<file path="config.mk">
export PLATFORM = sky130hd
export DESIGN_NAME = store_split_ctrl
export DESIGN_NICKNAME = d
export VERILOG_FILES = /design/src/rtl/store_split_ctrl_pkg.sv /design/src/rtl/store_lane_shift.sv /design/src/rtl/store_split_ctrl.sv
export SDC_FILE = /design/constraint.sdc
export NUM_CORES = 1
export LEC_CHECK = 0
export CORE_ASPECT_RATIO = 1.75
export CORE_MARGIN = 5
export CORE_UTILIZATION = 64
export CTS_CLUSTER_SIZE = 8
export DETAILED_ROUTE_END_ITERATION = 8
export DONT_BUFFER_PORTS = 1
export GPL_ROUTABILITY_DRIVEN = 0
export PLACE_DENSITY_LB_ADDON = 0.15
export SLEW_MARGIN = 20
export SYNTH_ARGS = -nofsm -noshare
export SYNTH_HDL_FRONTEND = slang
export SYNTH_SLANG_ARGS = --single-unit
</file>
<file path="constraint.sdc">
create_clock -name clk -period 5.1 [get_ports clk]
set_clock_uncertainty 0.05 [all_clocks]
set_input_delay 1.02 -clock clk [delete_from_list [all_inputs] [get_ports clk]]
set_output_delay 1.02 -clock clk [all_outputs]
set_load 0.05 [all_outputs]
</file>
<file path="src/rtl/store_split_ctrl_pkg.sv">
// ---------------------------------------------------------------------------
// store_split_ctrl_pkg
// Shared definitions for the store sequencer: store-op encodings, fault codes,
// controller state encoding and the per-op base byte mask.
// No ports; imported by store_lane_shift and store_split_ctrl.
// ---------------------------------------------------------------------------
package store_split_ctrl_pkg;

    localparam int STORE_OP_WIDTH = 2;

    localparam logic [STORE_OP_WIDTH-1:0] STORE_OP_SB = 2'b00;
    localparam logic [STORE_OP_WIDTH-1:0] STORE_OP_SH = 2'b01;
    localparam logic [STORE_OP_WIDTH-1:0] STORE_OP_SW = 2'b10;

    localparam logic [1:0] FAULT_NONE     = 2'b00;
    localparam logic [1:0] FAULT_MISALIGN = 2'b01;
    localparam logic [1:0] FAULT_ILLEGAL  = 2'b10;
    localparam logic [1:0] FAULT_TIMEOUT  = 2'b11;

    typedef enum logic [2:0] {
        ST_IDLE  = 3'd0,
        ST_BEAT0 = 3'd1,
        ST_BEAT1 = 3'd2,
        ST_DONE  = 3'd3,
        ST_FAULT = 3'd4
    } state_e;

    // Lanes touched by an op when the address is word aligned; zero for
    // encodings that are not a legal store.
    function automatic logic [3:0] baseMask(input logic [STORE_OP_WIDTH-1:0] op);
        logic [3:0] mask;
        mask = 4'b0000;
        case (op)
            STORE_OP_SB: mask = 4'b0001;
            STORE_OP_SH: mask = 4'b0011;
            STORE_OP_SW: mask = 4'b1111;
            default:     mask = 4'b0000;
        endcase
        return mask;
    endfunction

endpackage

</file>
<file path="src/rtl/store_lane_shift.sv">
// ---------------------------------------------------------------------------
// store_lane_shift
// Purely combinational byte-lane placement for one store request.
//   op_i      : store op (SB/SH/SW)
//   sh_i      : byte offset inside the word (address bits [1:0])
//   data_i    : right-justified store data
//   strb8_o   : strobes across two consecutive words ([3:0] first word)
//   data64_o  : lane-placed data across two words, unused bytes forced to 0
//   illegal_o : op encoding is not a legal store
// ---------------------------------------------------------------------------
module store_lane_shift
    import store_split_ctrl_pkg::*;
(
    input  logic [STORE_OP_WIDTH-1:0] op_i,
    input  logic [1:0]                sh_i,
    input  logic [31:0]               data_i,
    output logic [7:0]                strb8_o,
    output logic [63:0]               data64_o,
    output logic                      illegal_o
);

    logic [3:0]  base;
    logic [31:0] keep;

    // Bytes above the op size are masked before shifting so that any lane
    // without a strobe carries 0 rather than stale upper data bits.
    always_comb begin
        base      = baseMask(op_i);
        keep      = 32'h0000_0000;
        illegal_o = 1'b0;
        case (op_i)
            STORE_OP_SB: keep = 32'h0000_00FF;
            STORE_OP_SH: keep = 32'h0000_FFFF;
            STORE_OP_SW: keep = 32'hFFFF_FFFF;
            default:     illegal_o = 1'b1;
        endcase
        strb8_o  = {4'b0000, base} << sh_i;
        data64_o = {32'h0000_0000, data_i & keep} << {sh_i, 3'b000};
    end

endmodule

</file>
<file path="src/rtl/store_split_ctrl.sv">
// ---------------------------------------------------------------------------
// store_split_ctrl
// Sequences CPU stores onto a 32-bit memory write port, splitting stores that
// cross a word boundary into two aligned beats.
//   clk, rst                       : clock, async active-high reset
//   req_valid/req_ready            : request handshake from the core
//   req_addr/req_op/req_data       : byte address, store op, right-justified data
//   mem_valid/mem_ready            : bus write handshake
//   mem_addr/mem_wdata/mem_wstrb   : word-aligned beat address, data, strobes
//   busy                           : store in progress (any state but IDLE)
//   done/fault                     : one-cycle completion / abort pulses
//   fault_code                     : last fault cause, held until the next one
// Parameters: SPLIT_EN (1 = split word-crossing stores, 0 = misaligned fault),
//             TIMEOUT (wait cycles allowed per beat, 0 = never time out).
// ---------------------------------------------------------------------------
module store_split_ctrl
    import store_split_ctrl_pkg::*;
#(
    parameter bit SPLIT_EN = 1'b1,
    parameter int TIMEOUT  = 255
) (
    input  logic                      clk,
    input  logic                      rst,
    input  logic                      req_valid,
    output logic                      req_ready,
    input  logic [31:0]               req_addr,
    input  logic [STORE_OP_WIDTH-1:0] req_op,
    input  logic [31:0]               req_data,
    output logic                      mem_valid,
    input  logic                      mem_ready,
    output logic [31:0]               mem_addr,
    output logic [31:0]               mem_wdata,
    output logic [3:0]                mem_wstrb,
    output logic                      busy,
    output logic                      done,
    output logic                      fault,
    output logic [1:0]                fault_code
);

    localparam int CNT_W  = (TIMEOUT > 1) ? $clog2(TIMEOUT + 1) : 1;
    localparam int TO_LIM = (TIMEOUT > 0) ? TIMEOUT - 1 : 0;
    localparam logic [CNT_W-1:0] TO_LAST = CNT_W'(TO_LIM);

    state_e            state_q, state_d;
    logic [31:0]       addr_q, addr_d;
    logic [7:0]        strb_q, strb_d;
    logic [63:0]       data_q, data_d;
    logic [CNT_W-1:0]  cnt_q, cnt_d;
    logic [1:0]        code_q, code_d;

    logic [7:0]        reqStrb8;
    logic [63:0]       reqData64;
    logic              reqIllegal;

    store_lane_shift u_lane_shift (
        .op_i      (req_op),
        .sh_i      (req_addr[1:0]),
        .data_i    (req_data),
        .strb8_o   (reqStrb8),
        .data64_o  (reqData64),
        .illegal_o (reqIllegal)
    );

    // State register plus the latched request and wait counter.
    always_ff @(posedge clk or posedge rst) begin
        if (rst) begin
            state_q <= ST_IDLE;
            addr_q  <= 32'h0000_0000;
            strb_q  <= 8'h00;
            data_q  <= 64'h0;
            cnt_q   <= '0;
            code_q  <= FAULT_NONE;
        end else begin
            state_q <= state_d;
            addr_q  <= addr_d;
            strb_q  <= strb_d;
            data_q  <= data_d;
            cnt_q   <= cnt_d;
            code_q  <= code_d;
        end
    end

    // Next-state logic. The timeout is only evaluated in cycles where
    // mem_ready is low, so a ready arriving on the last allowed cycle always
    // completes the beat. The counter returns to zero on every handshake so
    // the second beat gets its own full wait budget.
    always_comb begin
        state_d = state_q;
        addr_d  = addr_q;
        strb_d  = strb_q;
        data_d  = data_q;
        cnt_d   = cnt_q;
        code_d  = code_q;
        case (state_q)
            ST_IDLE: begin
                cnt_d = '0;
                if (req_valid) begin
                    addr_d = {req_addr[31:2], 2'b00};
                    strb_d = reqStrb8;
                    data_d = reqData64;
                    if (reqIllegal) begin
                        state_d = ST_FAULT;
                        code_d  = FAULT_ILLEGAL;
                    end else if ((reqStrb8[7:4] != 4'b0000) && !SPLIT_EN) begin
                        state_d = ST_FAULT;
                        code_d  = FAULT_MISALIGN;
                    end else begin
                        state_d = ST_BEAT0;
                    end
                end
            end
            ST_BEAT0, ST_BEAT1: begin
                if (mem_ready) begin
                    cnt_d = '0;
                    if ((state_q == ST_BEAT0) && (strb_q[7:4] != 4'b0000)) begin
                        state_d = ST_BEAT1;
                    end else begin
                        state_d = ST_DONE;
                    end
                end else if ((TIMEOUT > 0) && (cnt_q == TO_LAST)) begin
                    cnt_d   = '0;
                    state_d = ST_FAULT;
                    code_d  = FAULT_TIMEOUT;
                end else begin
                    cnt_d = cnt_q + CNT_W'(1);
                end
            end
            ST_DONE:  state_d = ST_IDLE;
            ST_FAULT: state_d = ST_IDLE;
            default:  state_d = ST_IDLE;
        endcase
    end

    // Outputs decode straight from the state so an async reset clears the
    // bus request immediately. Bus fields are 0 whenever mem_valid is low.
    always_comb begin
        req_ready = (state_q == ST_IDLE) && !rst;
        busy      = (state_q != ST_IDLE);
        mem_valid = 1'b0;
        mem_addr  = 32'h0000_0000;
        mem_wdata = 32'h0000_0000;
        mem_wstrb = 4'b0000;
        done      = 1'b0;
        fault     = 1'b0;
        case (state_q)
            ST_BEAT0: begin
                mem_valid = 1'b1;
                mem_addr  = addr_q;
                mem_wstrb = strb_q[3:0];
                mem_wdata = data_q[31:0];
            end
            ST_BEAT1: begin
                mem_valid = 1'b1;
                mem_addr  = addr_q + 32'd4;
                mem_wstrb = strb_q[7:4];
                mem_wdata = data_q[63:32];
            end
            ST_DONE:  done  = 1'b1;
            ST_FAULT: fault = 1'b1;
            default: begin
            end
        endcase
    end

    assign fault_code = code_q;

endmodule

</file>
# [Yosys cells after proc, flatten, opt, wreduce, memory -nomap -nowiden]
# Cells that the tools add are included.
# W data, S select, Z words.
[totals] regBits=115
[op_classes] n_bitwise=1 n_reduce_logical=13 n_addsub=2 muxes=22 n_eq_ne=12 shift=2
[ops] cell="$pmux W32 S2" count=2
[ops] cell="$pmux W32 S3" count=1
[ops] cell="$shl A32 B5 Y64" count=1
[ops] cell="$add A32 B3 Y32 const B" count=1
[ops] cell="$and A32 B32 Y32" count=1
[ops] cell="$mux W8" count=2
[ops] cell="$pmux W8 S2" count=1
[ops] cell="$mux W3" count=4
[ops] cell="$pmux W4 S3" count=1
[ops] cell="$add A8 B1 Y8 const B" count=1
[ops] cell="$eq A8 B8 Y1 const B" count=1
[ops] cell="$mux W2" count=4
[ops] cell="$pmux W4 S2" count=1
[ops] cell="$shl A4 B2 Y8" count=1
[ops] cell="$eq A3 B2 Y1 const B" count=2
[ops] cell="$ne A2 B2 Y1 const B" count=3
[ops] cell="$pmux W3 S2" count=1
[ops] cell="$reduce_and A5 Y1" count=1
[ops] cell="$mux W1" count=4
[ops] cell="$pmux W2 S2" count=1
[ops] cell="$reduce_and A2 Y1" count=2
[ops] cell="$reduce_bool A4 Y1" count=1
[ops] cell="$eq A3 B1 Y1 const B" count=1
[ops] cell="$eq A3 B3 Y1 const B" count=1
[ops] cell="other kinds (12)" count=13

# [Depth between registers and ports, before layout]
# Gate-level depths: netlist (run 1).
[depth] depth_word=5 ltp_mapped=8 depth_no_buf=7

# [By module]
# A second synthesis (run 1) with hierarchy kept.
[unflattened] hier_cells=682 hier_area_um2=6841.6
[modules_own_cells] module="store_split_ctrl" n_inst=1 seq_area_each_um2=2877.8 cells_each=514 area_per_inst_um2=5739.3
[modules_own_cells] module="store_lane_shift" n_inst=1 seq_area_each_um2=0.0 cells_each=168 area_per_inst_um2=1102.3

# [Worst setup path before layout (run 1)]
# Ideal clock, no wire load.
[synth_path] kind="register to output" start="reg addr_q[2]" end="out mem_addr[16]" arrival_ns=2.670 t_required_ns=4.030 stages_incl_launch_ff=8 n_path_buf=2 slack_ns=1.360 cell_sequence="dfrtp_1 -> ha_1 -> and4_1 -> clkbuf_1 -> and3_1 -> buf_2 -> nand4_1 -> o31ai_1"
[synth_between] elab_chain_cells=2
[synth_lines] element="start, declared" line="store_split_ctrl.sv:45" rtl="logic [31:0] addr_q, addr_d;"
[synth_lines] element="start signal, assigned" line="store_split_ctrl.sv:75" rtl="addr_q <= addr_d;"
[synth_lines] element="$add A32 B3 Y32" line="store_split_ctrl.sv:154" rtl="mem_addr = addr_q + 32'd4;"
[synth_lines] element="$pmux W32 S2" line="store_split_ctrl.sv:145" rtl="case (state_q)"
[synth_lines] element="end, declared" line="store_split_ctrl.sv:31" rtl="output logic [31:0] mem_addr,"
# No other way between the ends.

# [Final worst setup path (run 1)]
[layout_path] start="reg addr_q[2]" end="out mem_addr[28]"
# The elaborated chain is that of the path after synthesis.

==> results.py, run 1 <==
metrics = {
    "grt": {
        "global_route.overflow_total": 0,
        "globalRouteMet1Util": 0.328,
        "antenna_found_initial": 0,
        "m2_gr_usage": 0.487,
        "via_count_of_the_first_global_routing_pass": 4952,
        "grt_first_pass_wirelength_mm": 25.5,
        "top_usage_layer": "met2",
        "gr-usage-met3": 0.0658,
        "grt_start_max_net_pins": 83,
        "gr-usage-all-layers": 0.278,
    },
    "power": {
        "power.combinational.fraction": 0.452,
        "intPower_mw": 1.96,
        "worst_ir_drop_vdd_mv": 0.281,
        "pwr_density_cell_nw_per_um2": 635,
        "seq_power_share": 0.378,
        "share_clk_of_total_power": 0.170,
        "p_sw_mw": 2.01,
        "sw_frac_of_total": 0.506,
        "leakage_nw": 2.69,
    },
    "critical_path": {
        "crit_path_max_fanout": 13,
        "timing_worst_setup_path_type": "reg2out",
        "critPathLaunch": "addr_q[2]$_DFFE_PP0P_",
        "reg2reg_depth": 5,
        "setup.reg_to_reg.worst_slack_ns": 2.18,
        "crit_path_slowest_cell": "sky130_fd_sc_hd__o21ai_1",
        "worst_path_largest_cell_delay_ns": 0.78,
        "critical_path_required_ns": 4.03,
        "start_kind": "flop",
        "crit_path_cell_trace": "ha_1, and4_1, and3_1, nand4_1, xor2_1, o21ai_1",
        "worst_r2r_startpoint": "state_q[0]$_DFFE_PP0P_",
        "critical_path_arrival_ns": 2.97,
        "worstSetupEndpointType": "output port",
    },
    "clock_network": {
        "htreeDepth": 3,
        "tritoncts_clock_tree": "built",
        "cts.repair.resized": 0,
        "number_of_buffers_created_by_cts": 9,
        "clock_latency_ns": 0.34,
        "max_buffers_root_to_sink": 2,
        "cts_setup_buffers": 0,
        "cts-root-buf": "sky130_fd_sc_hd__clkbuf_16",
        "cts_hold_buffers": 0,
        "clk_transition_reported_paths_ns": 0.07,
        "numClockSinks": 106,
    },
    "final_layout": {
        "instances_no_fill": 745,
        "finish.net_count": 695,
        "drive_gt1_frac": 0.0832,
        "layout.area.seq_sq_um": 2650,
        "area_occupied_by_multi_input_gates_sq_um": 3030,
        "syn_to_final_growth_pct": 4.94,
        "fillCellCount": 769,
        "antenna_cells": 0,
    },
    "sta": {
        "hold_viol": 0,
        "fmax_mhz": 248,
        "min_period_over_period": 0.791,
        "slew_viol_final": 0,
        "tns_ns": 0,
        "slew_headroom": 0.250,
        "final-setup-viol-count": 0,
        "worstMarginPinSlew_ns": 1.09,
        "layout_setup_ws_ns": 1.06,
        "rsz0062_at_grt": "false",
        "final.min_clock_period_ns": 4.04,
    },
    "die": {
        "rows": 46,
        "die_height_um": 138,
        "core-area_sq_um": 9090,
        "die_x_um": 82.9,
        "floorplan.initialDensity": 0.655,
        "floorplan.io_pins": 145,
        "dieArea_sq_um": 11400,
    },
    "synthesis": {
        "netlist-cell-type-count": 56,
        "synth-main-ff-cell": "sky130_fd_sc_hd__dfrtp_1",
        "asyncSetResetFlopFracSynth": 1.00,
        "post-synth-top-area-cell": "sky130_fd_sc_hd__dfrtp_1",
        "netlist.area_leader.share": 0.445,
        "synth.area.top_cells": "sky130_fd_sc_hd__dfrtp_1 45%, sky130_fd_sc_hd__nand2_1 8.1%, sky130_fd_sc_hd__a22o_1 6.8%, sky130_fd_sc_hd__o21ai_0 4.1%, sky130_fd_sc_hd__a221o_1 2.7%",
        "yosysSeqAreaShare": 0.445,
        "synthesis.instances": 661,
        "ys_warn_count": 0,
        "number_of_synthesized_register_bits": 106,
        "synth_cell_area_sq_um": 5960,
        "synth.avg_cell_area_sq_um": 9.01,
        "synth_enable_flop_cells": 0,
    },
    "worst_hold_path": {
        "holdCritStartpoint": "strb_q[3]$_DFFE_PP0P_",
        "hold_path_class": "reg2reg",
        "min_path_cells": 2,
    },
    "route": {
        "drtIter0Drc": 298,
        "routedWlPerCell_um": 21.5,
        "final_antenna_net_count": 0,
        "detailroute.via_count": 5110,
        "drc": 0,
        "routed_via_density": 6.86,
        "dr.pass1.iters": 5,
        "finalWirelength_mm": 16.0,
    },
    "place": {
        "dp_slack_ns": 1.38,
        "hpwlAfterDp_mm": 11.4,
        "post-place-cells": 728,
        "buffer_ports.inserted": 0,
    },
    "run": {
        "drv_cap": 0,
    },
    "outcome": {
        "run_status": "finished, final reports clean",
    },
}
[layout by cell type, fill, tap and decap left out, types with 12 or more instances in the layout]
cell and n:
sky130_fd_sc_hd__nand2_1 128, sky130_fd_sc_hd__dfrtp_1 106, sky130_fd_sc_hd__a22o_1 46, sky130_fd_sc_hd__nand3_1 31, sky130_fd_sc_hd__o21ai_0 30, sky130_fd_sc_hd__nor3_1 20
sky130_fd_sc_hd__o21ai_1 19, sky130_fd_sc_hd__nor2_1 18, sky130_fd_sc_hd__nand4_1 17, sky130_fd_sc_hd__a32oi_1 16, sky130_fd_sc_hd__a221o_1 16, sky130_fd_sc_hd__a21oi_1 14
sky130_fd_sc_hd__o211ai_1 12
[worst max-delay path, delay by kind of cell (launching register included)]
family,cells,cell delay [ns]
AND/OR/NAND/NOR,3,1.01
AO/OA/AOI/OAI,1,0.78
flip-flops,1,0.43
adder cells (fa/ha/maj),1,0.24
XOR/XNOR,1,0.17
[metrics by stage]
step | area (sq um) | utilization | hold WS [ns] | power (mW)
floorplan | 5960 | - | 0.392 | 2.96
global placement | 5930 | 0.652 | 0.410 | 3.23
detailed placement | 5930 | 0.652 | 0.419 | 3.29
CTS | 6220 | 0.684 | 0.435 | 3.97
global route | 6250 | 0.687 | 0.451 | 4.19
finish | 6250 | 0.687 | 0.428 | 3.97
[synth_stat cells, drive strengths merged (13+ instances only)]
master / n
nand2: 130
dfrtp: 106
o21ai: 49
a22o: 46
clkbuf: 36
nand3: 31
buf: 24
nor3: 21
nor2: 20
nand4: 18
a221o: 16
a32oi: 16
a21oi: 14
inv: 13
[per-layer routing]
layer | wire length [um] | vias to the layer above
li1 | - | 2330
met1 | 5920 | 2499
met2 | 8380 | 244
met5 | 0 | -
met4 | 461 | 0
met3 | 1250 | 37
[final timing paths]
path                                          end
setup / recovery                     mem_addr[28]
hold / removal              strb_q[3]$_DFFE_PP0P_
setup reg to reg           data_q[33]$_DFFE_PP0P_
hold reg to reg             strb_q[3]$_DFFE_PP0P_
max in group asynchronous  state_q[0]$_DFFE_PP0P_
min in group asynchronous    cnt_q[0]$_DFFE_PP0P_
[power by group through the flow]
stage / sequential (mW) / combinational [mW] / clock (mW)
2_1_floorplan: 1.36 / 1.60 / 0
3_3_place_gp: 1.49 / 1.74 / 0
3_5_place_dp: 1.51 / 1.78 / 0
4_1_cts: 1.49 / 1.78 / 0.689
5_1_grt: 1.54 / 1.93 / 0.723
6_report: 1.50 / 1.79 / 0.675
[cell type report]
| type | instances | area share |
|---|---|---|
| repair buffers | 7 | 0.00901 |
| multi-input cells | 481 | 0.485 |
| inverters | 15 | 0.00941 |
| well taps | 120 | 0.0240 |
| clock buffers | 11 | 0.0404 |
| clock inverters | 5 | 0.00721 |
| flip-flops and latches | 106 | 0.424 |
[sequential cells by signal, summed over array words and instances (netlist names)]
register and cells:
cnt_q 8, data_q 56, state_q 3, strb_q 7, fault_code 2, addr_q 30
[cells by family (layout without fill, tap and decap cells)]
logic type | after synthesis | after routing | share of synthesized area
buffers and inverters | 75 | 38 | 0.0542
flip-flops | 106 | 106 | 0.445
AO/OA/AOI/OAI | 190 | 190 | 0.233
multiplexers | 11 | 11 | 0.0202
adder cells (fa/ha/maj) | 5 | 5 | 0.0105
other | 1 | 2 | 0.000630
AND/OR/NAND/NOR | 261 | 261 | 0.219
XOR/XNOR | 12 | 12 | 0.0176
(Power assumes the default switching activity.)
==> inputs of run 2 (changes only) <==
Settings changed: CORE_UTILIZATION 64 to 58.
Clock period 5.1 ns to 3.61 ns, I/O delays scaled along.
==> results.py, run 2 (synthesis results as in run 1) <==
metrics = {
    "route": {
        "detailroute.via_count": 5228,
        "route.layer.met1.wl_mm": 6.08,
        "routedWlPerCell_um": 21.6,
        "final_antenna_net_count": 0,
        "routed_via_density": 6.67,
        "route.top_layer_used": "met4",
        "dr.pass1.iters": 7,
        "drtIter0Drc": 337,
        "detailroute.wirelength.met3_mm": 1.24,
        "finalWirelength_mm": 16.9,
        "route.met2.wl_mm": 8.72,
        "drc": 0,
    },
    "place": {
        "buffer_ports.inserted": 0,
        "post-place-cells": 768,
        "detailed_place.area_sq_um": 6220,
        "hpwlAfterDp_mm": 12.1,
        "dp_slack_ns": 0.536,
    },
    "sta": {
        "rsz0062_at_grt": "false",
        "final.min_clock_period_ns": 3.49,
        "fmax_mhz": 286,
        "tns_ns": 0,
        "slew_headroom": 0.348,
        "hold_viol": 0,
        "worstMarginPinSlew_ns": 0.974,
        "slew_viol_final": 0,
        "layout_setup_ws_ns": 0.119,
        "final-setup-viol-count": 0,
        "min_period_over_period": 0.967,
    },
    "critical_path": {
        "start_kind": "flop",
        "crit_path_slowest_cell": "sky130_fd_sc_hd__and3_1",
        "crit_path_cell_trace": "ha_1, and4_1, and3_1, nand2_2, or4_1, o211ai_1, buf_4",
        "crit_path_max_fanout": 13,
        "critical_path_arrival_ns": 2.72,
        "worst_path_largest_cell_delay_ns": 0.51,
        "timing_worst_setup_path_type": "reg2out",
        "critical_path_required_ns": 2.84,
        "worstSetupEndpointType": "output port",
        "setup.reg_to_reg.worst_slack_ns": 1.40,
    },
    "clock_network": {
        "htreeDepth": 3,
        "number_of_buffers_created_by_cts": 9,
        "max_buffers_root_to_sink": 2,
        "cts_hold_buffers": 0,
        "tritoncts_clock_tree": "built",
        "clk_transition_reported_paths_ns": 0.08,
        "numClockSinks": 106,
        "cts-root-buf": "sky130_fd_sc_hd__clkbuf_16",
        "cts.repair.resized": 0,
        "clock_latency_ns": 0.34,
        "cts_setup_buffers": 0,
    },
    "power": {
        "p_sw_mw": 2.91,
        "worst_ir_drop_vdd_mv": 0.518,
        "sw_frac_of_total": 0.499,
        "pwr_density_cell_nw_per_um2": 895,
        "power.combinational.fraction": 0.478,
        "seq_power_share": 0.358,
        "leakage_nw": 2.86,
        "intPower_mw": 2.92,
        "share_clk_of_total_power": 0.164,
    },
    "die": {
        "rows": 49,
        "core-area_sq_um": 10200,
        "floorplan.io_pins": 145,
        "dieArea_sq_um": 12500,
        "floorplan.initialDensity": 0.585,
        "die_height_um": 144,
        "die_x_um": 86.6,
    },
    "final_layout": {
        "antenna_cells": 0,
        "syn_to_final_growth_pct": 9.22,
        "largest_reg_flops": 56,
        "layout.cells.most_common": "sky130_fd_sc_hd__nand2_1",
        "instances_no_fill": 784,
        "drive_gt1_frac": 0.125,
        "finish.net_count": 727,
        "top_register": "data_q",
        "mostFrequentLayoutCells": "128 x sky130_fd_sc_hd__nand2_1, 106 x sky130_fd_sc_hd__dfrtp_1, 46 x sky130_fd_sc_hd__a22o_1, 36 x sky130_fd_sc_hd__buf_4, 31 x sky130_fd_sc_hd__nand3_1",
        "reg.largest.list": "data_q (56), addr_q (30), cnt_q (8)",
        "finalInstanceArea_sq_um": 6500,
    },
    "grt": {
        "via_count_of_the_first_global_routing_pass": 5253,
        "grt_first_pass_wirelength_mm": 27.1,
        "grt_start_max_net_pins": 84,
        "gr-usage-all-layers": 0.276,
        "antenna_found_initial": 0,
        "global_route.overflow_total": 0,
    },
    "outcome": {
        "run_status": "finished, final reports clean",
    },
    "run": {
        "drv_cap": 0,
    },
    "worst_hold_path": {
        "hold_path_class": "in2async",
    },
}
==> run 2: final timing paths <==
path                                        start                   endpoint  depth (start not counted)
max                         addr_q[2]$_DFFE_PP0P_               mem_addr[30]                          7
min                                           rst  fault_code[1]$_DFFE_PP0P_                          1
max reg2reg                state_q[1]$_DFFE_PP0P_      data_q[2]$_DFFE_PP0P_                          4
min reg2reg                 data_q[9]$_DFFE_PP0P_      data_q[9]$_DFFE_PP0P_                          2
max in group asynchronous                     rst      data_q[9]$_DFFE_PP0P_                          2
min in group clk                      req_addr[1]     data_q[14]$_DFFE_PP0P_                          1
==> run 2: critical path: cells and delay by family (launching register included) <==
family | cells | cell delay [ns]
AO/OA/AOI/OAI | 1 | 0.10
adder cells (fa/ha/maj) | 1 | 0.24
buffers and inverters | 1 | 0.22
flip-flops | 1 | 0.43
AND/OR/NAND/NOR | 4 | 1.39
==> run 2: final cells by class <==
| type | count | area (sq um) |
|---|---|---|
| fill | 894 | 3670 |
| sequential | 106 | 2650 |
| clock inverter | 6 | 56.3 |
| inverter | 15 | 58.8 |
| timing repair buffer | 39 | 330 |
| clock buffer | 10 | 229 |
| multi-input combinational | 481 | 3020 |
| tap | 127 | 159 |
==> run 2: routing by layer <==
layer  GRT usage  vias up
li1            -     2393
met1       0.317     2532
met2       0.474      247
met3      0.0547       56
met4       0.155        0
met5           0        -
==> run 2: power groups by stage <==
stage	clock network [mW]	logic, mW	registers [mW]
3_3_place_gp	0	2.73	2.06
5_1_grt	1.01	3.00	2.14
4_1_cts	0.969	2.80	2.07
6_report	0.956	2.78	2.08
3_5_place_dp	0	2.79	2.09
2_1_floorplan	0	2.26	1.92
==> run 2: through the flow <==
stage	hold slack, ns	util	power, mW
after CTS	0.393	0.639	5.84
final	0.357	0.639	5.82
after floorplan	0.392	-	4.18
after detailed placement	0.419	0.611	4.88
after global routing	0.417	0.639	6.15
after global placement	0.412	0.611	4.80
==> inputs of run 3 (changes only) <==
Clock period 3.61 ns to 3.09 ns, I/O delays scaled along.
==> results.py, run 3 (synthesis results as in run 1) <==
metrics = {
    "clock_network": {
        "max_buffers_root_to_sink": 2,
        "tritoncts_clock_tree": "built",
        "number_of_buffers_created_by_cts": 9,
        "cts_hold_buffers": 0,
        "clk_transition_reported_paths_ns": 0.07,
        "numClockSinks": 106,
        "htreeDepth": 3,
        "cts-root-buf": "sky130_fd_sc_hd__clkbuf_16",
        "clock_latency_ns": 0.34,
    },
    "critical_path": {
        "start_kind": "flop",
        "setup.reg_to_reg.worst_slack_ns": 0.83,
        "r2r_end": "data_q[34]$_DFFE_PP0P_",
        "critical_path_arrival_ns": 2.33,
        "critical_path_required_ns": 2.42,
        "worstSetupEndpointType": "output port",
        "reg2reg_depth": 6,
        "timing_worst_setup_path_type": "reg2out",
        "crit_path_max_fanout": 5,
        "worst_r2r_startpoint": "state_q[0]$_DFFE_PP0P_",
    },
    "die": {
        "floorplan.initialDensity": 0.585,
        "die_x_um": 86.6,
        "dieArea_sq_um": 12500,
        "die_height_um": 144,
        "rows": 49,
        "floorplan.io_pins": 145,
        "core-area_sq_um": 10200,
    },
    "grt": {
        "grt_first_pass_wirelength_mm": 27.5,
        "via_count_of_the_first_global_routing_pass": 5522,
        "antenna_found_initial": 0,
        "grt_start_max_net_pins": 102,
        "gr-usage-all-layers": 0.277,
        "global_route.overflow_total": 0,
    },
    "final_layout": {
        "fillCellCount": 840,
        "largest_reg_flops": 56,
        "layout.area.seq_sq_um": 2660,
        "reg.largest.list": "data_q (56), addr_q (30), cnt_q (8)",
        "instances_no_fill": 827,
        "antenna_cells": 0,
        "drive_gt1_frac": 0.190,
        "mostFrequentLayoutCells": "128 x sky130_fd_sc_hd__nand2_1, 104 x sky130_fd_sc_hd__dfrtp_1, 63 x sky130_fd_sc_hd__buf_4, 46 x sky130_fd_sc_hd__a22o_1, 31 x sky130_fd_sc_hd__nand3_1",
        "syn_to_final_growth_pct": 18.5,
        "top_register": "data_q",
        "layout.cells.most_common": "sky130_fd_sc_hd__nand2_1",
        "finish.net_count": 771,
        "area_occupied_by_multi_input_gates_sq_um": 3040,
    },
    "sta": {
        "rsz0062_at_grt": "false",
        "min_period_over_period": 0.971,
        "slew_viol_final": 0,
        "fmax_mhz": 333,
        "worstMarginPinSlew_ns": 0.937,
        "slew_headroom": 0.375,
        "final-setup-viol-count": 0,
        "tns_ns": 0,
        "final.min_clock_period_ns": 3.00,
        "layout_setup_ws_ns": 0.0890,
        "hold_viol": 0,
    },
    "power": {
        "pwr_density_cell_nw_per_um2": 1020,
        "worst_ir_drop_vdd_mv": 0.563,
        "leakage_nw": 3.14,
    },
    "place": {
        "post-place-cells": 810,
        "buffer_ports.inserted": 0,
        "hpwlAfterDp_mm": 12.2,
        "dp_slack_ns": 0.340,
    },
    "route": {
        "routed_via_density": 6.54,
        "dr.pass1.iters": 6,
        "routedWlPerCell_um": 20.5,
        "drc": 0,
        "drtIter0Drc": 280,
        "final_antenna_net_count": 0,
        "detailroute.via_count": 5409,
        "finalWirelength_mm": 17.0,
    },
    "run": {
        "drv_cap": 0,
    },
    "outcome": {
        "run_status": "finished, final reports clean",
    },
    "worst_hold_path": {
        "hold_path_class": "in2async",
    },
}
==> run 3: cell types whose count changed in the layout (fill, tap and decap cells not counted), moves of 2 or more <==
cell	delta
sky130_fd_sc_hd__buf_4	+27
sky130_fd_sc_hd__buf_12	+15
sky130_fd_sc_hd__and3_1	-2
sky130_fd_sc_hd__and4_1	-2
sky130_fd_sc_hd__buf_6	+2
sky130_fd_sc_hd__clkinv_2	+2
sky130_fd_sc_hd__dfrtp_1	-2
sky130_fd_sc_hd__dfrtp_2	+2
sky130_fd_sc_hd__inv_8	-2
==> run 3: timing repair <==
action / CTS / global route
setup buffers: 0 / 2
resized for setup: 1 / 10
endpoints found under the setup margin: 1 / 8
gates cloned: 0 / 0
pin swaps: 0 / 1
==> run 3: report_power, final <==
group / switching [mW] / total, mW / internal, mW
clock network: 0.509 / 1.14 / 0.627
registers: 0.494 / 2.40 / 1.91
logic: 2.40 / 3.65 / 1.25
==> run 3: worst max path at each step <==
| stage | from | to | slack [ns] | cells after the start |
|---|---|---|---|---|
| floorplan | state_q[0]$_DFFE_PP0P_ | mem_addr[27] | 0.05 | 5 |
| global placement | addr_q[13]$_DFFE_PP0P_ | mem_addr[31] | 0.43 | 6 |
| detailed placement | addr_q[13]$_DFFE_PP0P_ | mem_addr[31] | 0.34 | 6 |
| CTS | addr_q[2]$_DFFE_PP0P_ | mem_addr[22] | 0.02 | 8 |
| global route | addr_q[2]$_DFFE_PP0P_ | mem_addr[22] | 0.01 | 8 |
| finish | addr_q[23]$_DFFE_PP0P_ | mem_addr[30] | 0.09 | 6 |
==> run 3: critical path, stage by stage (launching register included) <==
cell	delay, ns
sky130_fd_sc_hd__dfrtp_1	0.46
sky130_fd_sc_hd__nand3_1	0.23
sky130_fd_sc_hd__nor4_4	0.45
sky130_fd_sc_hd__nand2_2	0.10
sky130_fd_sc_hd__or4_1	0.41
sky130_fd_sc_hd__o211ai_1	0.15
sky130_fd_sc_hd__buf_12	0.18
==> run 3: layout make-up <==
cell class | count | share of cell area
Inverter | 15 | 0.00851
Clock buffer | 9 | 0.0319
Multi-Input combinational cell | 481 | 0.430
Sequential cell | 106 | 0.376
Tap cell | 127 | 0.0225
Timing Repair Buffer | 83 | 0.121
Clock inverter | 6 | 0.00922
==> run 3: metal layers <==
metal / track usage / up-vias / wire length (um)
li1: - / 2481 / -
met1: 0.323 / 2617 / 6230
met2: 0.477 / 253 / 8810
met3: 0.0507 / 58 / 1220
met4: 0.151 / 0 / 723
met5: 0 / - / 0
==> run 3: metrics by stage <==
step	utilization	hold WS, ns	cell area [sq um]	power (mW)
after floorplan	-	0.392	5970	4.89
after global placement	0.661	0.405	6720	5.93
after detailed placement	0.661	0.412	6720	6.06
after CTS	0.689	0.0932	7020	7.21
after global routing	0.693	0.110	7060	7.62
final	0.693	0.0960	7060	7.19
